`src/rtl/pipe_stage_reg.sv`:
```
// Generic pipeline register with valid/ready flow control, a 2-entry skid buffer,
// flush and bubble insertion. Optional perf counters under `PIPE_REG_PERF_EN.
module pipe_stage_reg #(
  parameter int                 DATA_W      = 141,
  parameter int                 CTRL_W      = 8,
  parameter logic [CTRL_W-1:0]  CTRL_BUBBLE = '0,
  parameter int                 CNT_W       = 32
) (
  input  logic              clk,
  input  logic              rst,
  input  logic              flush,
  input  logic              in_valid,
  output logic              in_ready,
  input  logic [CTRL_W-1:0] in_ctrl,
  input  logic [DATA_W-1:0] in_data,
  output logic              out_valid,
  input  logic              out_ready,
  output logic [CTRL_W-1:0] out_ctrl,
  output logic [DATA_W-1:0] out_data
`ifdef PIPE_REG_PERF_EN
  ,
  output logic [CNT_W-1:0]  stall_cnt,
  output logic [CNT_W-1:0]  flush_cnt
`endif
);

  if (DATA_W < 1 || CTRL_W < 1 || CNT_W < 1) begin : g_bad_param
    $error("pipe_stage_reg: DATA_W, CTRL_W and CNT_W must be >= 1");
  end

  typedef enum logic [1:0] {EMPTY, ONE, FULL} state_e;

  state_e            state_q;
  logic [CTRL_W-1:0] main_ctrl_q, skid_ctrl_q;
  logic [DATA_W-1:0] main_data_q, skid_data_q;

  logic in_fire, out_fire;

  // Handshake flags come only from the state register, so in_ready never
  // depends combinationally on out_ready.
  assign out_valid = (state_q != EMPTY);
  assign in_ready  = (state_q != FULL);
  assign out_ctrl  = out_valid ? main_ctrl_q : CTRL_BUBBLE;
  assign out_data  = main_data_q;

  assign in_fire  = in_valid & in_ready;
  assign out_fire = out_valid & out_ready;

  always_ff @(posedge clk) begin
    if (rst) begin
      state_q     <= EMPTY;
      main_ctrl_q <= '0;
      main_data_q <= '0;
      skid_ctrl_q <= '0;
      skid_data_q <= '0;
    end else if (flush) begin
      state_q <= EMPTY;
    end else begin
      case (state_q)
        EMPTY: begin
          if (in_fire) begin
            state_q     <= ONE;
            main_ctrl_q <= in_ctrl;
            main_data_q <= in_data;
          end
        end
        ONE: begin
          if (in_fire && out_fire) begin
            main_ctrl_q <= in_ctrl;
            main_data_q <= in_data;
          end else if (in_fire) begin
            state_q     <= FULL;
            skid_ctrl_q <= in_ctrl;
            skid_data_q <= in_data;
          end else if (out_fire) begin
            state_q <= EMPTY;
          end
        end
        FULL: begin
          if (out_fire) begin
            state_q     <= ONE;
            main_ctrl_q <= skid_ctrl_q;
            main_data_q <= skid_data_q;
          end
        end
        default: state_q <= EMPTY;
      endcase
    end
  end

`ifdef PIPE_REG_PERF_EN
  logic [CNT_W-1:0] stall_cnt_q, stall_cnt_d;
  logic [CNT_W-1:0] flush_cnt_q, flush_cnt_d;

  // Both counters saturate at all-ones rather than wrapping.
  always_comb begin
    stall_cnt_d = stall_cnt_q;
    flush_cnt_d = flush_cnt_q;
    if (out_valid && !out_ready && !flush && !(&stall_cnt_q))
      stall_cnt_d = stall_cnt_q + 1'b1;
    if (flush && (state_q != EMPTY) && !(&flush_cnt_q))
      flush_cnt_d = flush_cnt_q + 1'b1;
  end

  always_ff @(posedge clk) begin
    if (rst) begin
      stall_cnt_q <= '0;
      flush_cnt_q <= '0;
    end else begin
      stall_cnt_q <= stall_cnt_d;
      flush_cnt_q <= flush_cnt_d;
    end
  end

  assign stall_cnt = stall_cnt_q;
  assign flush_cnt = flush_cnt_q;
`endif

endmodule

```
`config.mk`:
```
export PLATFORM = sky130hd
export DESIGN_NAME = pipe_stage_reg
export DESIGN_NICKNAME = d
export VERILOG_FILES = /design/src/rtl/pipe_stage_reg.sv
export SDC_FILE = /design/constraint.sdc
export NUM_CORES = 1
export LEC_CHECK = 0
export CAP_MARGIN = 40
export CORE_MARGIN = 2
export CORE_UTILIZATION = 45
export CTS_CLUSTER_DIAMETER = 100
export CTS_CLUSTER_SIZE = 20
export DETAILED_ROUTE_END_ITERATION = 10
export PLACE_DENSITY = 0.76
export SETUP_SLACK_MARGIN = 0.05
export SLEW_MARGIN = 10
export SYNTH_ARGS = -nofsm -noshare
export SYNTH_HDL_FRONTEND = slang
export SYNTH_SLANG_ARGS = --single-unit
```
`constraint.sdc`:
```
create_clock -name clk -period 3.5 [get_ports clk]
set_input_delay 0.7 -clock clk [delete_from_list [all_inputs] [get_ports clk]]
set_output_delay 0.7 -clock clk [all_outputs]
set_load 0.05 [all_outputs]
```
## After elaboration in Yosys (flattened, before gate mapping)

Cells that the tools add are included.

- Register bits after elaboration: 300
- Output and inout bits: 151
- ROM bits: 0
- Word-level logic and storage cells: 40
- Memories kept: 0
- RAM bits: 0
- Bits in latches: 0
- Input port bits: 154

- $lt $le $gt $ge: 0
- Reduce and logical (&&, ||, !) cells: 8
- Divide/modulo/power cells: 0
- Shift operators: 0
- $add $sub $neg: 0
- Equal/unequal tests: 8
- Bitwise operators: 4
- Mux-type cells: 15
- $mul: 0

Operators by type and width:

| operator | count |
|---|---|
| $mux 141 | 3 |
| $pmux 141 s3 | 1 |
| $mux 8 | 4 |
| $pmux 8 s3 | 1 |
| $mux 2 | 5 |
| $ne 2x2->1 const B | 5 |
| $reduce_and 4->1 | 2 |
| $pmux 2 s3 | 1 |
| $reduce_and 5->1 | 1 |
| $ne 3x3->1 const B | 1 |
| $reduce_bool 3->1 | 1 |
| $and 1x1->1 | 2 |
| $eq 2x1->1 const B | 1 |
| $eq 2x2->1 const B | 1 |
| $logic_not 2->1 | 1 |
| $not 1->1 | 2 |
| $reduce_bool 2->1 | 1 |
| $reduce_or 2->1 | 1 |
| $logic_and 1x1->1 | 1 |

## Logic depth before layout (Yosys ltp)

- Word-level depth: 6
- Depth in mapped cells: 7

## Worst setup path after synthesis

OpenSTA, ideal clock, no wires.

- Kind: input to register
- From: in out_ready
- To: reg skid_data_q[130]
- Path slack: 1.569 ns
- Data arrival time: 1.798 ns
- Cell stages on the path: 7
- Required time: 3.368 ns
- Path through: nand2b_1 -> or3_1 -> buf_2 -> buf_6 -> buf_2 -> nand2_1 -> a21oi_1

- Longest elaborated chain between the ends: 4

RTL lines:

| item | RTL line | text |
|---|---|---|
| from (decl) | 17 | `input logic out_ready,` |
| $and 1x1->1 | 47 | `assign out_fire = out_valid & out_ready;` |
| $logic_and 1x1->1 | 68 | `if (in_fire && out_fire) begin` |
| $not 1->1 (no source line) | - |  |
| $reduce_and 4->1 (no source line) | - |  |
| to (signal assigned) | 74 | `skid_data_q <= in_data;` |
| to (decl) | 35 | `logic [DATA_W-1:0] main_data_q, skid_data_q;` |

Every way passes these cells.
A chain may end at the register's enable or synchronous reset.

## Worst setup path in the final report

- From: reg state_q[1]
- To: out out_ctrl[5]

- Longest elaborated chain between the ends: 2

RTL lines:

| item | RTL line | text |
|---|---|---|
| from (decl) | 33 | `state_e state_q;` |
| from (signal assigned) | 51 | `state_q <= EMPTY;` |
| from (signal assigned) | 57 | `state_q <= EMPTY;` |
| from (signal assigned) | 62 | `state_q <= ONE;` |
| $reduce_bool 2->1 | 41 | `assign out_valid = (state_q != EMPTY);` |
| $mux 8 | 43 | `assign out_ctrl = out_valid ? main_ctrl_q : CTRL_BUBBLE;` |
| to (decl) | 18 | `output logic [CTRL_W-1:0] out_ctrl,` |

Every way passes these cells.

==> results.yml <==
worst_setup_path:
  worstSetupPathType: "reg -> out"
  reg2reg_from: "state_q[1]"
  cp.required_ns: 2.80
  r2r_slack_ns: 1.50
  crit_path_start_kind: "register"
  r2r-end: "out_data[78]"
  end_kind: "primary output"
  slowest_delay_ns: 0.75
  arrival_ns: 2.25
  worstPathCellList: "nor2_1 -> nor2b_1 -> clkdlybuf4s50_1"
  r2r_cells: 5
  critPathLaunch: "state_q[1]"
  cp_slowest_cell: "clkdlybuf4s50_1"
  critPathMaxFanout: 9
timing:
  timing.hold.ws_ns: 0.454
  period_minus_slack_ns: 2.95
  rsz0062_at_grt: "no"
  relSlewSlack_pct: 39.5
  clock.fmax_mhz: 339
  worst_slew_pin_slew_ns: 0.908
  skew_ns: 0.00955
  fin_crit_sh_pct: 84.2
  layout_setup_ws_ns: 0.552
  slew_violations: 0
  setup_viol: 0
  setup_tns_ns: 0
  final_hold_viol_count: 0
detailed_routing:
  drc: 0
  viasPerCell: 5.58
  post_drt_wl_per_cell_um: 17.1
  dr.first_iter.drc_count: 810
  drtPass1Iterations: 5
  routed_wl_um: 35900
  ant_nets: 0
  vias: 11683
synthesis:
  yosysTopAreaCellShare_pct: 45.1
  synth_warnings: 0
  synthesis.area_um2: 13300
  synth-seq-area-share_pct: 45.1
  synthDistinctLibCells: 25
  syn_avg_cell_area_um2: 8.69
  ys_seq_elements: 300
  synthTopCellsByArea: "dfxtp_1, mux2i_1, o41ai_1"
  synth_common_cells: "dfxtp_1, nand2_1, nor2b_1, a21oi_1"
  syn_nets: 1687
  synth-edff-count: 0
  async_flop_share_pct: 0
  syn_inst: 1533
  yosysTopAreaCell: "dfxtp_1"
  synth_ff_type: "dfxtp_1"
worst_hold_path:
  hold_class: "reg -> reg"
  hold_end: "skid_data_q[18]"
  hold_depth: 2
  hold_start: "skid_data_q[18]"
power:
  switchingPower_mw: 1.86
  p_clk_share_pct: 30.6
  swShare_pct: 27.4
  p_per_area_nw_per_um2: 403
  p_int_mw: 4.92
  p_seq_share_pct: 52.7
  worst_ir_drop_vdd_mv: 0.296
  combPwrFrac_pct: 16.7
  power_leakage_nw: 6.60
global_route:
  grt_max_degree: 175
  overflow: 0
  grt_pass1_vias: 11258
  grt_first_pass_wirelength_um: 57500
  grt_util_all_layers_pct: 22.3
  antenna_found_initial: 4
  grt_use_met1_pct: 29.0
  top_usage_layer: "met2"
  grt_use_met3_pct: 4.50
  grt_util_met2_pct: 37.3
cts:
  cts_tree: "yes"
  clk_pin_slew_ns: 0.08
  cts_made_buffers: 18
  insertion_delay_ns: 0.51
  hold_buffers: 0
  root_buffer: "clkbuf_16"
  cts_resized: 0
  post-cts-setup-buffers: 0
  htreeDepth: 1
  ctsLongestPathBuffers: 3
  clock-sinks: 300
placement:
  gp_congestion: 0.781
  pre_cts_slack_ns: 0.863
  dp_hpwl_um: 21600
  port_buffers: 304
  placed_cells: 2074
  placed_area_um2: 16300
outcome:
  status: "complete, no violations"
floorplan:
  initial_core_util_pct: 46.0
  fp.dieW_um: 176
  rows: 62
  io_pins: 305
  die_y_um: 176
  core_um2: 28900
  die-area_um2: 31000
layout:
  fin_nets: 1864
  final_cells: 2095
  fill_cells: 2478
  area_delta_synth_final_pct: 26.3
  finalInstanceArea_um2: 16800
  drive_gt1_share_pct: 2.52
run:
  max_cap_viol_count: 0
-- routing by layer --
metal,part of all wire [%],routed length [µm],up-vias
met3,6.3,2250,56
met1,44,15700,5561
li1,-,-,5745
met2,47,16900,319
met5,0.036,13,-
met4,2.8,1000,2
-- logic make-up after synthesis --
family | count (synthesis) | share of synthesized area [%]
buffers and inverters | 166 | 6.12
AOI/OAI and AO/OA | 452 | 21.3
and+or+nand+nor | 466 | 16.3
muxes | 149 | 11.2
DFF | 300 | 45.1
-- layout make-up --
cell class                 instances  area (µm²)  area share [%]
antenna                            2        5.00          0.0297
clock buffer                      19         475            2.83
inverter                           1        3.75          0.0223
multi-input combinational       1067        6520            38.8
sequential                       300        6010            35.7
tap                              384         480            2.86
timing repair buffer             322        3340            19.8
-- flip-flops by register name, summed over array words and instances, names as in the netlist --
name and count:
skid_ctrl_q 8, main_ctrl_q 8, state_q 2, skid_data_q 141
out_data 141
-- stage by stage --
stage	utilization [%]	power, mW
final	58.2	6.78
after global routing	58.2	7.02
after CTS	58.1	6.86
after detailed placement	56.5	4.78
after global placement	56.5	4.76
after floorplan	-	4.31
-- worst max-delay path: cells and delay by family (launching register included) --
kind,cells,cell delay (ns)
buffers and inverters,1,0.75
flip-flops,1,0.38
AND/OR/NAND/NOR,2,0.62
-- power by group through the flow --
stage | clock [mW] | combinational (mW) | sequential [mW]
6_report | 2.07 | 1.13 | 3.57
5_1_grt | 2.24 | 1.20 | 3.58
4_1_cts | 2.15 | 1.13 | 3.57
3_5_place_dp | 0 | 1.13 | 3.65
3_3_place_gp | 0 | 1.11 | 3.65
2_1_floorplan | 0 | 0.388 | 3.92
-- cells in the final DEF, fill, tap and decap left out, drive strengths merged --
cell type	netlist	routed
a2111oi	1	1
a21oi	151	151
and2b	1	1
and3b	1	1
buf	77	19
clkbuf	88	20
clkdlybuf4s50	0	302
dfxtp	300	300
diode	0	2
inv	1	1
mux2i	149	149
nand2	300	300
nand2b	3	3
nor2	1	1
nor2b	157	157
nor3	2	2
o21a	1	1
o21ai	149	149
o22a	1	1
o41ai	149	149
or3	1	1
-- worst max path at each step --
stage / endpoint / slack, ns / cells after the start
6_report: out_ctrl[5] / 0.55 / 3
3_5_place_dp: out_data[12] / 0.86 / 6
2_1_floorplan: skid_data_q[130] / 1.57 / 7
3_3_place_gp: out_data[70] / 0.93 / 6
4_1_cts: out_ctrl[5] / 0.52 / 3
5_1_grt: out_ctrl[5] / 0.43 / 3
Note: power is estimated with default switching activity, not from simulation.
